### src/rtl/cu_pkg.sv
`default_nettype none
// ============================================================================
// Module  : cu_pkg
// Brief   : Shared types and constants for the multicycle control unit:
//           FSM state encoding, op-class codes and the decoded control vector.
// Revision: 1.0  initial release
// ============================================================================
package cu_pkg;

  // Instruction lifecycle states
  typedef enum logic [1:0] {
    IDLE = 2'd0,
    EXEC = 2'd1,
    MEM  = 2'd2,
    WB   = 2'd3
  } cu_state_e;

  // Instruction classes carried on the op field
  localparam logic [1:0] OP_JMP = 2'b00;
  localparam logic [1:0] OP_NOP = 2'b01;
  localparam logic [1:0] OP_MEM = 2'b10;
  localparam logic [1:0] OP_ALU = 2'b11;

  // Extender select used by jumps (widest immediate form)
  localparam logic [1:0] EXT_WIDE = 2'b11;

  // Control vector derived purely from the latched instruction fields
  typedef struct packed {
    logic       jmp;
    logic       wpc;
    logic       wmem;
    logic       rmem;
    logic       wreg;
    logic [1:0] ext_sel;
  } cu_ctrl_t;

endpackage
`default_nettype wire

### src/rtl/cu_field_decode.sv
`default_nettype none
// ============================================================================
// Module  : cu_field_decode
// Brief   : Pure combinational decode of the latched op/inst/imm fields into
//           the control vector and ALU select used by the control FSM.
// Revision: 1.0  initial release
// ============================================================================
module cu_field_decode
  import cu_pkg::*;
#(
  parameter int INST_W = 2,
  parameter int ALU_W  = 3
) (
  input  logic [1:0]        op,
  input  logic [INST_W-1:0] inst,
  input  logic              imm,
  output cu_ctrl_t          ctrl,
  output logic [ALU_W-1:0]  alu_sel
);

  localparam int CAT_W = INST_W + 1;

  logic [CAT_W-1:0] w_cat;
  assign w_cat = {inst, imm};

  // ALU select is {inst,imm}, zero-extended or truncated to the output width
  generate
    if (ALU_W > CAT_W) begin : g_alu_zext
      assign alu_sel = {{(ALU_W-CAT_W){1'b0}}, w_cat};
    end else if (ALU_W == CAT_W) begin : g_alu_exact
      assign alu_sel = w_cat;
    end else begin : g_alu_trunc
      assign alu_sel = w_cat[ALU_W-1:0];
    end
  endgenerate

  // Per-class control decode; memory strobes require a register (non-imm) form
  always_comb begin
    ctrl         = '0;
    ctrl.jmp     = (op == OP_JMP);
    ctrl.wpc     = (inst == '0);
    ctrl.wmem    = (op == OP_MEM) && (inst == INST_W'(0)) && !imm;
    ctrl.rmem    = (op == OP_MEM) && (inst == INST_W'(1)) && !imm;
    ctrl.wreg    = (op == OP_ALU) || ((op == OP_MEM) && (inst != '1));
    ctrl.ext_sel = (op == OP_JMP) ? EXT_WIDE : inst[1:0];
  end

endmodule
`default_nettype wire

### src/rtl/multicycle_control_unit.sv
`default_nettype none
// ============================================================================
// Module  : multicycle_control_unit
// Brief   : Sequential control unit. Accepts one instruction per valid/ready
//           handshake, then walks EXEC -> (MEM) -> WB emitting one-cycle
//           Moore control strobes. MEM waits on mem_ready with a timeout.
//           Optional macro CU_PERF_CNT_EN adds a retired-instruction counter.
// Revision: 1.0  initial release
// ============================================================================
module multicycle_control_unit
  import cu_pkg::*;
#(
  parameter int INST_W      = 2,
  parameter int ALU_W       = 3,
  parameter int MEM_TIMEOUT = 15
) (
  input  logic              clk,
  input  logic              rst,
  input  logic              instr_valid,
  output logic              instr_ready,
  input  logic [1:0]        op,
  input  logic [INST_W-1:0] inst,
  input  logic              immin,
  input  logic              flush,
  input  logic              mem_ready,
  output logic              immout,
  output logic [ALU_W-1:0]  alu_sel,
  output logic [1:0]        ext_sel,
  output logic              jmp,
  output logic              wpc,
  output logic              wmem,
  output logic              rmem,
  output logic              wreg,
  output logic              busy,
  output logic              timeout_err
`ifdef CU_PERF_CNT_EN
  ,
  output logic [31:0]       retired_cnt
`endif
);

  // Counter holds the index of the current MEM cycle (0 .. MEM_TIMEOUT-1);
  // the last allowed MEM cycle is the one where it equals CNT_LAST.
  localparam int              CNT_W    = (MEM_TIMEOUT < 2) ? 1 : $clog2(MEM_TIMEOUT);
  localparam logic [CNT_W-1:0] CNT_LAST = CNT_W'(MEM_TIMEOUT - 1);

  cu_state_e         state_q, state_d;
  logic [1:0]        op_q, op_d;
  logic [INST_W-1:0] inst_q, inst_d;
  logic              imm_q, imm_d;
  logic [CNT_W-1:0]  cnt_q, cnt_d;
  logic              timeout_err_q, timeout_err_d;

  cu_ctrl_t          w_ctrl;
  logic [ALU_W-1:0]  w_alu_sel;
  logic              w_accept;
  logic              w_mem_last;
  logic              w_mem_expire;

  cu_field_decode #(
    .INST_W (INST_W),
    .ALU_W  (ALU_W)
  ) u_decode (
    .op      (op_q),
    .inst    (inst_q),
    .imm     (imm_q),
    .ctrl    (w_ctrl),
    .alu_sel (w_alu_sel)
  );

  assign w_accept     = instr_valid && instr_ready;
  assign w_mem_last   = (state_q == MEM) && (cnt_q == CNT_LAST);
  // mem_ready on the final cycle wins over the timeout
  assign w_mem_expire = w_mem_last && !mem_ready;
  assign timeout_err  = timeout_err_q;

  // State register
  always_ff @(posedge clk) begin
    if (rst) state_q <= IDLE;
    else     state_q <= state_d;
  end

  // Next-state logic; flush overrides everything except reset
  always_comb begin
    state_d = state_q;
    if (flush) begin
      state_d = IDLE;
    end else begin
      case (state_q)
        IDLE:    if (w_accept) state_d = EXEC;
        EXEC:    state_d = (w_ctrl.wmem || w_ctrl.rmem) ? MEM : WB;
        MEM:     if (mem_ready || w_mem_last) state_d = WB;
        WB:      state_d = IDLE;
        default: state_d = IDLE;
      endcase
    end
  end

  // Moore outputs: each strobe only in its own state, qualifiers from latched fields
  always_comb begin
    instr_ready = (state_q == IDLE) && !flush && !rst;
    busy        = (state_q != IDLE);
    immout      = 1'b0;
    alu_sel     = '0;
    ext_sel     = 2'b00;
    jmp         = 1'b0;
    wpc         = 1'b0;
    wmem        = 1'b0;
    rmem        = 1'b0;
    wreg        = 1'b0;
    case (state_q)
      EXEC: begin
        immout  = imm_q;
        alu_sel = w_alu_sel;
        ext_sel = w_ctrl.ext_sel;
        jmp     = w_ctrl.jmp;
        wpc     = w_ctrl.wpc;
      end
      MEM: begin
        wmem = w_ctrl.wmem;
        rmem = w_ctrl.rmem;
      end
      WB: begin
        // a timed-out access must not write back
        wreg = w_ctrl.wreg && !timeout_err_q;
      end
      default: ;
    endcase
  end

  // Field latch, MEM wait counter and sticky timeout flag
  always_comb begin
    op_d          = op_q;
    inst_d        = inst_q;
    imm_d         = imm_q;
    timeout_err_d = timeout_err_q;
    cnt_d         = (state_q == MEM) ? cnt_q + 1'b1 : '0;
    if (w_accept) begin
      op_d          = op;
      inst_d        = inst;
      imm_d         = immin;
      timeout_err_d = 1'b0;
    end else if (!flush && w_mem_expire) begin
      timeout_err_d = 1'b1;
    end
  end

  // Datapath registers
  always_ff @(posedge clk) begin
    if (rst) begin
      op_q          <= '0;
      inst_q        <= '0;
      imm_q         <= 1'b0;
      cnt_q         <= '0;
      timeout_err_q <= 1'b0;
    end else begin
      op_q          <= op_d;
      inst_q        <= inst_d;
      imm_q         <= imm_d;
      cnt_q         <= cnt_d;
      timeout_err_q <= timeout_err_d;
    end
  end

`ifdef CU_PERF_CNT_EN
  logic [31:0] retired_q, retired_d;

  assign retired_cnt = retired_q;

  // Count completed write-back exits; a flush in WB discards the instruction
  always_comb begin
    retired_d = retired_q;
    if ((state_q == WB) && !flush) retired_d = retired_q + 32'd1;
  end

  // Retired-instruction counter register
  always_ff @(posedge clk) begin
    if (rst) retired_q <= '0;
    else     retired_q <= retired_d;
  end
`endif

endmodule
`default_nettype wire
### config.mk
export PLATFORM = sky130hd
export DESIGN_NAME = multicycle_control_unit
export DESIGN_NICKNAME = d
export VERILOG_FILES = /design/src/rtl/cu_pkg.sv /design/src/rtl/cu_field_decode.sv /design/src/rtl/multicycle_control_unit.sv
export SDC_FILE = /design/constraint.sdc
export NUM_CORES = 1
export LEC_CHECK = 0
export BUFFER_PORTS_ARGS = -buffer_cell sky130_fd_sc_hd__buf_2
export CAP_MARGIN = 10
export CORE_UTILIZATION = 50
export CTS_CLUSTER_SIZE = 16
export DETAILED_ROUTE_END_ITERATION = 16
export HOLD_SLACK_MARGIN = 0.03
export PLACE_DENSITY_LB_ADDON = 0.12
export SETUP_SLACK_MARGIN = 0.1
export SYNTH_ARGS = -nofsm -noshare
export SYNTH_HDL_FRONTEND = slang
export SYNTH_SLANG_ARGS = --single-unit
### constraint.sdc
create_clock -name clk -period 3.02 [get_ports clk]
set_input_delay 0.302 -clock clk [delete_from_list [all_inputs] [get_ports clk]]
set_output_delay 0.302 -clock clk [all_outputs]
set_load 0.01 [all_outputs]
==> impl_metrics.csv, run 1 <==
group,metric,value,unit
run_status,outcome,"complete, no violations",
clock_network,cts_setup_buffers,0,
route,drc,0,
placement,port_buffers,23,
finish,drive_gt1_frac,0.320,
yosys,synthCells,75,
global_routing,met3_usage,0.0867,
yosys,synth-seq-area-share,0.358,
clock_network,cts.clk_slew.worst_paths,0.08,ns
clock_network,htreeDepth,1,
power_and_ir_drop,comb_power_share,0.108,
global_routing,grt_most_used_layer,"met2",
power_and_ir_drop,power_switching,75.0,uW
power_and_ir_drop,clockPowerShare,0.388,
global_routing,grtUsageMet2,0.379,
yosys,synthAdderAreaFrac,0.131,
clock_network,cts_root_buf,"clkbuf_4",
critical_path,worstRegToRegCells,6,
yosys,synthMuxAreaShare,0.0896,
timing,slew_violations,0,
route,wl,1380,um
global_routing,grt_pass1_vias,551,
critical_path,worst_setup_path_start_kind,"register",
yosys,synth_xor_area_frac,0.0261,
floorplan,design.die.area,0.00149,mm^2
yosys,synth_top_cell_by_area,"dfxtp_1",
route,avgViaCountPerCell,5.02,
floorplan,die-width,38.6,um
power_and_ir_drop,cell_internal_pwr,251,uW
yosys,ys_async_sr_fraction,0,
min_path,worstHoldPathType,"input pin to register",
yosys,synth_top_area_share,0.358,
finish,post-route-util,0.707,
power_and_ir_drop,powerDensity,394,mW/mm^2
global_routing,grtUsageTotal,0.232,
global_routing,grt_overflow,0,
route,routedWlPerCell,12.1,um
placement,place.gp.congestion,0.746,
clock_network,holdBufCountCts,0,
timing,fin_crit_sh,0.631,
route,vias,572,
clock_network,cts_buffers,3,
yosys,synth_seq_cells,12,
finish,num_antenna_cells,0,
yosys,synth.top_cells.by_count,"nor2_1, dfxtp_1, ha_1, nor3_1",
placement,dp_hpwl,1060,um
yosys,synthMostInstantiatedCell,"nor2_1",
timing,worst_slack,1.12,ns
floorplan,io_pins,24,
placement,place_ws,1.38,ns
clock_network,cts_resized,0,
yosys,ys_types,23,
timing,fin_tns_setup,0,ns
clock_network,worstSkewPairLatency,0.27,ns
floorplan,rows,12,
yosys,synth.cell_area,671,um^2
critical_path,rrSetupSlack,1.47,ns
power_and_ir_drop,power_frac_seq,0.504,
yosys,synth_edf_count,0,
critical_path,end_kind,"primary output",
floorplan,core,0.00117,mm^2
yosys,synth_top_family_by_area,"simple AND/OR/NAND/NOR gates",
clock_network,cts_tree,"built",
yosys,synth_area_leaders,"dfxtp_1, ha_1, mux2i_1",
route,ant_nets,0,
critical_path,path_cells,"inv_1, ha_1, inv_1, nor3_1, or2_2, buf_2",
power_and_ir_drop,vdd.ir_drop.worst,0.000319,V
clock_network,cts_sinks,12,
power_and_ir_drop,p_sw_frac,0.230,
yosys,synth_compound_area_frac,0.0709,
floorplan,initial_core_util,0.573,
timing,hold_viol,0,
finish,fill_cells,96,
flow_run,maxCapViolCount,0,
power_and_ir_drop,p_total,326,uW
timing,min_period,1.90,ns
global_routing,antenna_found_initial,0,
timing,clock_skew,0.00428,ns
critical_path,crit_type,"register to primary output",
global_routing,grt_pass1_wl,2330,um
route,drt_iter0_drc,10,
critical_path,arrival,1.60,ns
critical_path,path_max_fanout,5,
timing,tightestPinTransition,0.535,ns
route,first_pass_iters,4,
yosys,avgSynthCellArea,8.94,um^2
global_routing,grt_max_degree,13,
yosys,yosys.area_share.simple,0.274,
critical_path,cpPeakStageDelay,0.41,ns
clock_network,clockBufferDepth,2,
critical_path,cpMostUsedCell,"inv_1",
timing,rsz0062_at_grt,"no",
global_routing,use_met1,0.277,
floorplan,die_y,38.6,um
yosys,yosys_warnings,0,
finish,fin_nets,118,
finish,area_growth,23.5,%
power_and_ir_drop,leakagePower,0.000404,uW
timing,slew_headroom,0.638,
min_path,whs_path_depth,3,
yosys,synth_ff_type,"dfxtp_1",
critical_path,required,2.72,ns
critical_path,cpMaxStageDelayCell,"dfxtp_1",
yosys,postSynthNetCount,92,
timing,setup_viol,0,
timing,clock.fmax,0.525,GHz
-- routing by layer --
| metal | part of all wire | vias up | wire, um |
|---|---|---|---|
| met3 | 0.047 | 2 | 65 |
| met1 | 0.46 | 257 | 638 |
| met5 | 0 | - | 0 |
| met2 | 0.48 | 13 | 665 |
| li1 | - | 300 | - |
| met4 | 0.010 | 0 | 14 |
-- layout make-up --
class                      instances  area, um^2  area share
inverter                           6        22.5      0.0272
multi-input combinational         55         397       0.479
tap                               14        17.5      0.0211
sequential                        12         240       0.290
timing repair buffer              23         115       0.139
clock buffer                       4        36.3      0.0438
-- worst max-delay path: cells and delay by family, from the launching register on --
family / cells / cell delay [ns]
fa+ha+maj: 1 / 0.23
buf+inv: 3 / 0.35
flops: 1 / 0.41
simple gates: 2 / 0.36
-- sequential cells by signal, indices dropped and copies added, names as in the netlist --
signal,count
imm_q,1
cnt_q,4
inst_q,2
timeout_err,1
state_q,2
op_q,2
-- path summary, 6_finish.rpt --
kind	start	endpoint
worst max register to register	state_q[0]$_SDFFE_PP0P_	imm_q$_SDFFE_PP0P_
worst min-delay path	op[1]	op_q[1]$_SDFFE_PP0P_
worst max-delay path	state_q[1]$_SDFFE_PP0P_	ext_sel[1]
worst min register to register	cnt_q[0]$_SDFF_PP0_	cnt_q[0]$_SDFF_PP0_
-- kinds of logic (layout without fill, tap and decap cells) --
kind of cell,count (synthesis),after routing
simple gates,36,36
xor+xnor,2,2
compound gates,4,4
fa+ha+maj,7,7
buf+inv,8,33
flops,12,12
mux,6,6
-- through the flow --
step | hold slack [ns] | area (um^2) | cells
2_1_floorplan | 0.381 | 671 | 75
3_3_place_gp | 0.452 | 792 | 110
3_5_place_dp | 0.462 | 792 | 110
4_1_cts | 0.263 | 828 | 114
5_1_grt | 0.266 | 828 | 114
6_report | 0.263 | 828 | 114
-- power groups by stage --
stage	Combinational (uW)	Sequential [uW]	Clock (uW)
after floorplan	21.8	167	0
after global placement	34.4	168	0
after detailed placement	34.8	168	0
after CTS	35.1	164	130
after global routing	38.6	165	138
final	35.1	164	126
-- cell usage in the layout, fill, tap and decap left out --
| cell type | n |
|---|---|
| a21oi_1 | 1 |
| a32o_1 | 1 |
| a32oi_4 | 1 |
| and2_1 | 3 |
| and3_1 | 1 |
| buf_2 | 23 |
| clkbuf_4 | 3 |
| clkbuf_8 | 1 |
| dfxtp_1 | 12 |
| ha_1 | 7 |
| inv_1 | 6 |
| mux2i_1 | 6 |
| nand2_1 | 3 |
| nand2b_1 | 1 |
| nand3_1 | 2 |
| nor2_1 | 13 |
| nor2_2 | 1 |
| nor3_1 | 7 |
| nor4b_1 | 2 |
| o21ai_0 | 1 |
| or2_2 | 2 |
| or3b_4 | 1 |
| xnor2_1 | 1 |
| xor2_1 | 1 |
(Power assumes the default switching activity.)
==> run 2, diff against run 1 <==
--- a/config.mk
+++ b/config.mk
@@ -7,7 +7,7 @@
 export LEC_CHECK = 0
 export BUFFER_PORTS_ARGS = -buffer_cell sky130_fd_sc_hd__buf_2
 export CAP_MARGIN = 10
-export CORE_UTILIZATION = 50
+export CORE_UTILIZATION = 42
 export CTS_CLUSTER_SIZE = 16
 export DETAILED_ROUTE_END_ITERATION = 16
 export HOLD_SLACK_MARGIN = 0.03
==> constraint.sdc (replaced) <==
create_clock -name clk -period 1.7 [get_ports clk]
set_input_delay 0.17 -clock clk [delete_from_list [all_inputs] [get_ports clk]]
set_output_delay 0.17 -clock clk [all_outputs]
set_load 0.01 [all_outputs]
==> impl_metrics.csv, run 2 (synthesis results as in run 1) <==
group,metric,value,unit
finish,post-route-util,0.602,
min_path,hold_path_end,"op_q[1]$_SDFFE_PP0P_",
critical_path,path_max_fanout,4,
timing,slew_violations,0,
floorplan,rows,14,
finish,area_growth,35.3,%
critical_path,rrSetupSlack,0.23,ns
timing,fin_crit_sh,0.903,
route,drt_iter0_drc,5,
timing,clock_skew,0.00232,ns
critical_path,worstRegToRegCells,5,
finish,final_cell_mix,"buf_2, nor2_1, dfxtp_1",
route,first_pass_iters,4,
floorplan,io_pins,24,
clock_network,cts_root_buf,"clkbuf_4",
floorplan,die-width,42.0,um
route,vias,586,
clock_network,cts_tree,"built",
timing,rsz0062_at_grt,"yes",
power_and_ir_drop,power_switching,138,uW
timing,slew_headroom,0.720,
power_and_ir_drop,leakagePower,0.000430,uW
power_and_ir_drop,powerDensity,652,mW/mm^2
finish,largest_register,"cnt_q",
finish,num_antenna_cells,0,
clock_network,worstSkewPairLatency,0.27,ns
route,routedWlPerCell,11.6,um
flow_run,maxCapViolCount,0,
placement,dp_hpwl,1020,um
floorplan,design.die.area,0.00176,mm^2
critical_path,crit_type,"register to primary output",
power_and_ir_drop,p_sw_frac,0.233,
floorplan,initial_core_util,0.445,
route,avgViaCountPerCell,4.92,
timing,fin_tns_setup,0,ns
clock_network,htreeDepth,1,
critical_path,worst_setup_path_start_kind,"register",
global_routing,grtUsageTotal,0.174,
critical_path,arrival,1.37,ns
finish,drive_gt1_frac,0.437,
min_path,worstHoldPathType,"input pin to register",
critical_path,end_kind,"primary output",
min_path,whs_path_depth,3,
power_and_ir_drop,vdd.ir_drop.worst,0.000340,V
timing,tightestPinTransition,0.419,ns
finish,final_common_cell,"buf_2",
timing,hold_viol,0,
power_and_ir_drop,power_frac_seq,0.494,
power_and_ir_drop,clockPowerShare,0.383,
power_and_ir_drop,cell_internal_pwr,453,uW
min_path,hold_path_startpoint,"op[1]",
critical_path,r2r-start,"state_q[1]$_SDFFE_PP0P_",
critical_path,required,1.53,ns
placement,port_buffers,23,
clock_network,cts.clk_slew.worst_paths,0.08,ns
global_routing,antenna_found_initial,0,
global_routing,grt_pass1_vias,563,
floorplan,die_y,42.0,um
finish,fin_nets,121,
run_status,outcome,"complete, no violations",
timing,clock.fmax,0.651,GHz
timing,min_period,1.54,ns
timing,setup_viol,0,
critical_path,rr_endpoint,"state_q[0]$_SDFFE_PP0P_",
global_routing,grt_overflow,0,
placement,place.gp.congestion,0.761,
finish,largest_register_ffs,4,
route,drc,0,
power_and_ir_drop,comb_power_share,0.124,
clock_network,cts_sinks,12,
floorplan,core,0.00151,mm^2
global_routing,grt_max_degree,12,
route,ant_nets,0,
clock_network,clockBufferDepth,2,
clock_network,cts_buffers,3,
global_routing,grt_pass1_wl,2230,um
route,wl,1380,um
[run 2: worst max-delay path by stage]
| stage | start | endpoint | slack (ns) | cells past startpoint |
|---|---|---|---|---|
| 2_1_floorplan | state_q[0]$_SDFFE_PP0P_ | imm_q$_SDFFE_PP0P_ | 0.29 | 6 |
| 3_3_place_gp | state_q[0]$_SDFFE_PP0P_ | inst_q[0]$_SDFFE_PP0P_ | 0.18 | 6 |
| 3_5_place_dp | state_q[1]$_SDFFE_PP0P_ | op_q[0]$_SDFFE_PP0P_ | 0.17 | 6 |
| 4_1_cts | state_q[1]$_SDFFE_PP0P_ | ext_sel[0] | 0.10 | 5 |
| 5_1_grt | state_q[1]$_SDFFE_PP0P_ | wmem | 0.08 | 5 |
| 6_report | state_q[1]$_SDFFE_PP0P_ | ext_sel[0] | 0.16 | 5 |
[run 2: timing repair]
action | 4_1_cts | 5_1_grt
pin swaps | 0 | 2
gates resized for setup | 9 | 8
endpoints found under the setup margin | 5 | 10
hold buffers | 0 | 0
setup buffers | 1 | 1
gates cloned | 0 | 0
hold endpoints to repair | 0 | 0
[run 2: routing by layer]
metal / vias up / global-route usage / routed length (um)
met5: - / 0 / 0
met4: 0 / 0.0968 / 10
met3: 2 / 0.0609 / 42
met2: 5 / 0.297 / 689
met1: 272 / 0.183 / 642
li1: 307 / - / -
[run 2: area by class of cell]
class / count / area, um^2
tap: 16 / 20.0
fill: 144 / 599
timing repair buffer: 26 / 150
clock buffer: 4 / 36.3
multi-input combinational: 55 / 430
sequential: 12 / 245
inverter: 6 / 25.0
[run 2: critical path, stage by stage, from the launching register on]
cell and delay (ns):
dfxtp_4 0.37, inv_4 0.05, ha_4 0.16, and2_1 0.16, or2_4 0.25, buf_6 0.12
[run 2: power groups by stage]
stage	clock network [uW]	registers, uW	logic (uW)
after floorplan	0	297	38.7
after global placement	0	298	62.9
after detailed placement	0	298	63.8
after CTS	241	292	65.9
after global routing	261	293	79.8
final	226	292	73.0
[run 2: stage by stage]
stage	total power [uW]	std cells	instance area, um^2	hold slack (ns)	worst slack [ns]
after floorplan	336	75	671	0.249	0.288
after global placement	361	113	802	0.405	0.182
after detailed placement	362	113	802	0.415	0.167
after CTS	599	118	875	0.125	0.103
after global routing	633	119	907	0.121	0.0829
final	591	119	907	0.134	0.164
==> run 3, diff against run 2 <==
--- a/config.mk
+++ b/config.mk
@@ -11,7 +11,7 @@
 export CTS_CLUSTER_SIZE = 16
 export DETAILED_ROUTE_END_ITERATION = 16
 export HOLD_SLACK_MARGIN = 0.03
-export PLACE_DENSITY_LB_ADDON = 0.12
+export PLACE_DENSITY_LB_ADDON = 0.3
 export SETUP_SLACK_MARGIN = 0.1
 export SYNTH_ARGS = -nofsm -noshare
 export SYNTH_HDL_FRONTEND = slang
==> impl_metrics.csv, run 3 (synthesis results as in run 1) <==
group,metric,value,unit
min_path,worstHoldPathType,"input pin to register",
floorplan,design.die.area,0.00176,mm^2
floorplan,io_pins,24,
global_routing,grtUsageTotal,0.180,
route,routedWlPerCell,12.4,um
timing,slew_headroom,0.813,
clock_network,cts_root_buf,"clkbuf_4",
route,vias,578,
timing,min_period,1.53,ns
finish,fin_nets,121,
timing,setup_viol,0,
placement,post_dp_cell_area,802,um^2
floorplan,initial_core_util,0.445,
clock_network,worstSkewPairLatency,0.26,ns
run_status,outcome,"complete, no violations",
timing,rsz0062_at_grt,"no",
route,drt_iter0_drc,2,
finish,final_cell_mix,"buf_2, nor2_1, dfxtp_1",
finish,num_antenna_cells,0,
timing,fin_tns_setup,0,ns
clock_network,htreeDepth,1,
floorplan,die-width,42.0,um
global_routing,antenna_found_initial,0,
timing,slew_violations,0,
route,avgViaCountPerCell,4.90,
floorplan,rows,14,
clock_network,clockBufferDepth,2,
global_routing,grt_pass1_vias,541,
floorplan,core,0.00151,mm^2
finish,drive_gt1_frac,0.422,
clock_network,holdBufCountCts,0,
finish,largest_register,"cnt_q",
route,wl,1460,um
placement,dp_hpwl,1030,um
critical_path,crit_type,"register to primary output",
timing,clock.fmax,0.653,GHz
timing,tightestPinTransition,0.280,ns
floorplan,die_y,42.0,um
finish,final_area,903,um^2
finish,post-route-util,0.600,
global_routing,grt_overflow,0,
critical_path,r2r-start,"state_q[0]$_SDFFE_PP0P_",
clock_network,cts_buffers,3,
min_path,hold_path_end,"imm_q$_SDFFE_PP0P_",
clock_network,cts.clk_slew.worst_paths,0.07,ns
finish,largest_register_ffs,4,
global_routing,grt_max_degree,12,
placement,port_buffers,23,
global_routing,grt_pass1_wl,2300,um
critical_path,worst_setup_path_start_kind,"register",
critical_path,rrSetupSlack,0.20,ns
finish,final_common_cell,"buf_2",
power_and_ir_drop,vdd.ir_drop.worst,0.000531,V
clock_network,cts_tree,"built",
timing,fin_crit_sh,0.901,
critical_path,path_max_fanout,4,
route,drc,0,
power_and_ir_drop,leakagePower,0.000423,uW
finish,area_growth,34.7,%
min_path,hold_path_startpoint,"immin",
critical_path,worstRegToRegCells,5,
timing,worst_slack,0.169,ns
route,first_pass_iters,4,
placement,place_ws,0.141,ns
power_and_ir_drop,powerDensity,592,mW/mm^2
placement,place.gp.congestion,0.741,
route,ant_nets,0,
flow_run,maxCapViolCount,0,
critical_path,required,1.53,ns
critical_path,rr_endpoint,"state_q[0]$_SDFFE_PP0P_",
timing,clock_skew,0.00226,ns
critical_path,arrival,1.36,ns
critical_path,end_kind,"primary output",
clock_network,cts_sinks,12,
min_path,whs_path_depth,3,
timing,hold_viol,0,
timing,hold_ws,0.137,ns
-- run 3: changes by cell type in the layout (fill, tap and decap cells not counted), sizes merged --
cell / before / now
clkbuf: 4 / 3
-- run 3: per-layer routing --
| metal | vias up | share of wire | track usage |
|---|---|---|---|
| met5 | - | 0 | 0 |
| met4 | 0 | 0.010 | 0.0774 |
| met2 | 12 | 0.50 | 0.288 |
| met3 | 2 | 0.030 | 0.0826 |
| li1 | 305 | - | - |
| met1 | 259 | 0.46 | 0.204 |
-- run 3: repair_timing --
| item | in CTS | in global routing |
|---|---|---|
| endpoints found under the setup margin | 3 | 12 |
| setup buffers | 1 | 1 |
| gates resized for setup | 6 | 11 |
-- run 3: how the worst max path moves through the flow --
stage                                 start                endpoint  slack, ns
global route        state_q[0]$_SDFFE_PP0P_                    wmem       0.11
global placement    state_q[0]$_SDFFE_PP0P_  inst_q[0]$_SDFFE_PP0P_       0.19
floorplan           state_q[0]$_SDFFE_PP0P_      imm_q$_SDFFE_PP0P_       0.29
CTS                 state_q[0]$_SDFFE_PP0P_    op_q[0]$_SDFFE_PP0P_       0.09
detailed placement  state_q[0]$_SDFFE_PP0P_    op_q[0]$_SDFFE_PP0P_       0.14
finish              state_q[1]$_SDFFE_PP0P_              ext_sel[0]       0.17
-- run 3: cell type report --
class	count	area [um^2]
fillers	148	603
inverters	6	25.0
repair buffers	26	150
multi-input cells	55	443
flip-flops and latches	12	243
well taps	16	20.0
clock buffers	3	22.5
-- run 3: per-stage QoR --
step	power (uW)	instances
global route	567	118
finish	535	118
detailed placement	363	113
CTS	534	117
global placement	361	113
floorplan	336	75
-- run 3: power breakdown --
part	switching [uW]	internal [uW]
registers	7.10	286
logic	36.1	37.7
clock network	85.8	81.8
-- run 3: worst max-delay path, stage by stage (launching register included) --
cell	delay [ns]
dfxtp_2	0.36
inv_4	0.05
ha_4	0.16
and2_1	0.16
or2_4	0.24
buf_6	0.12
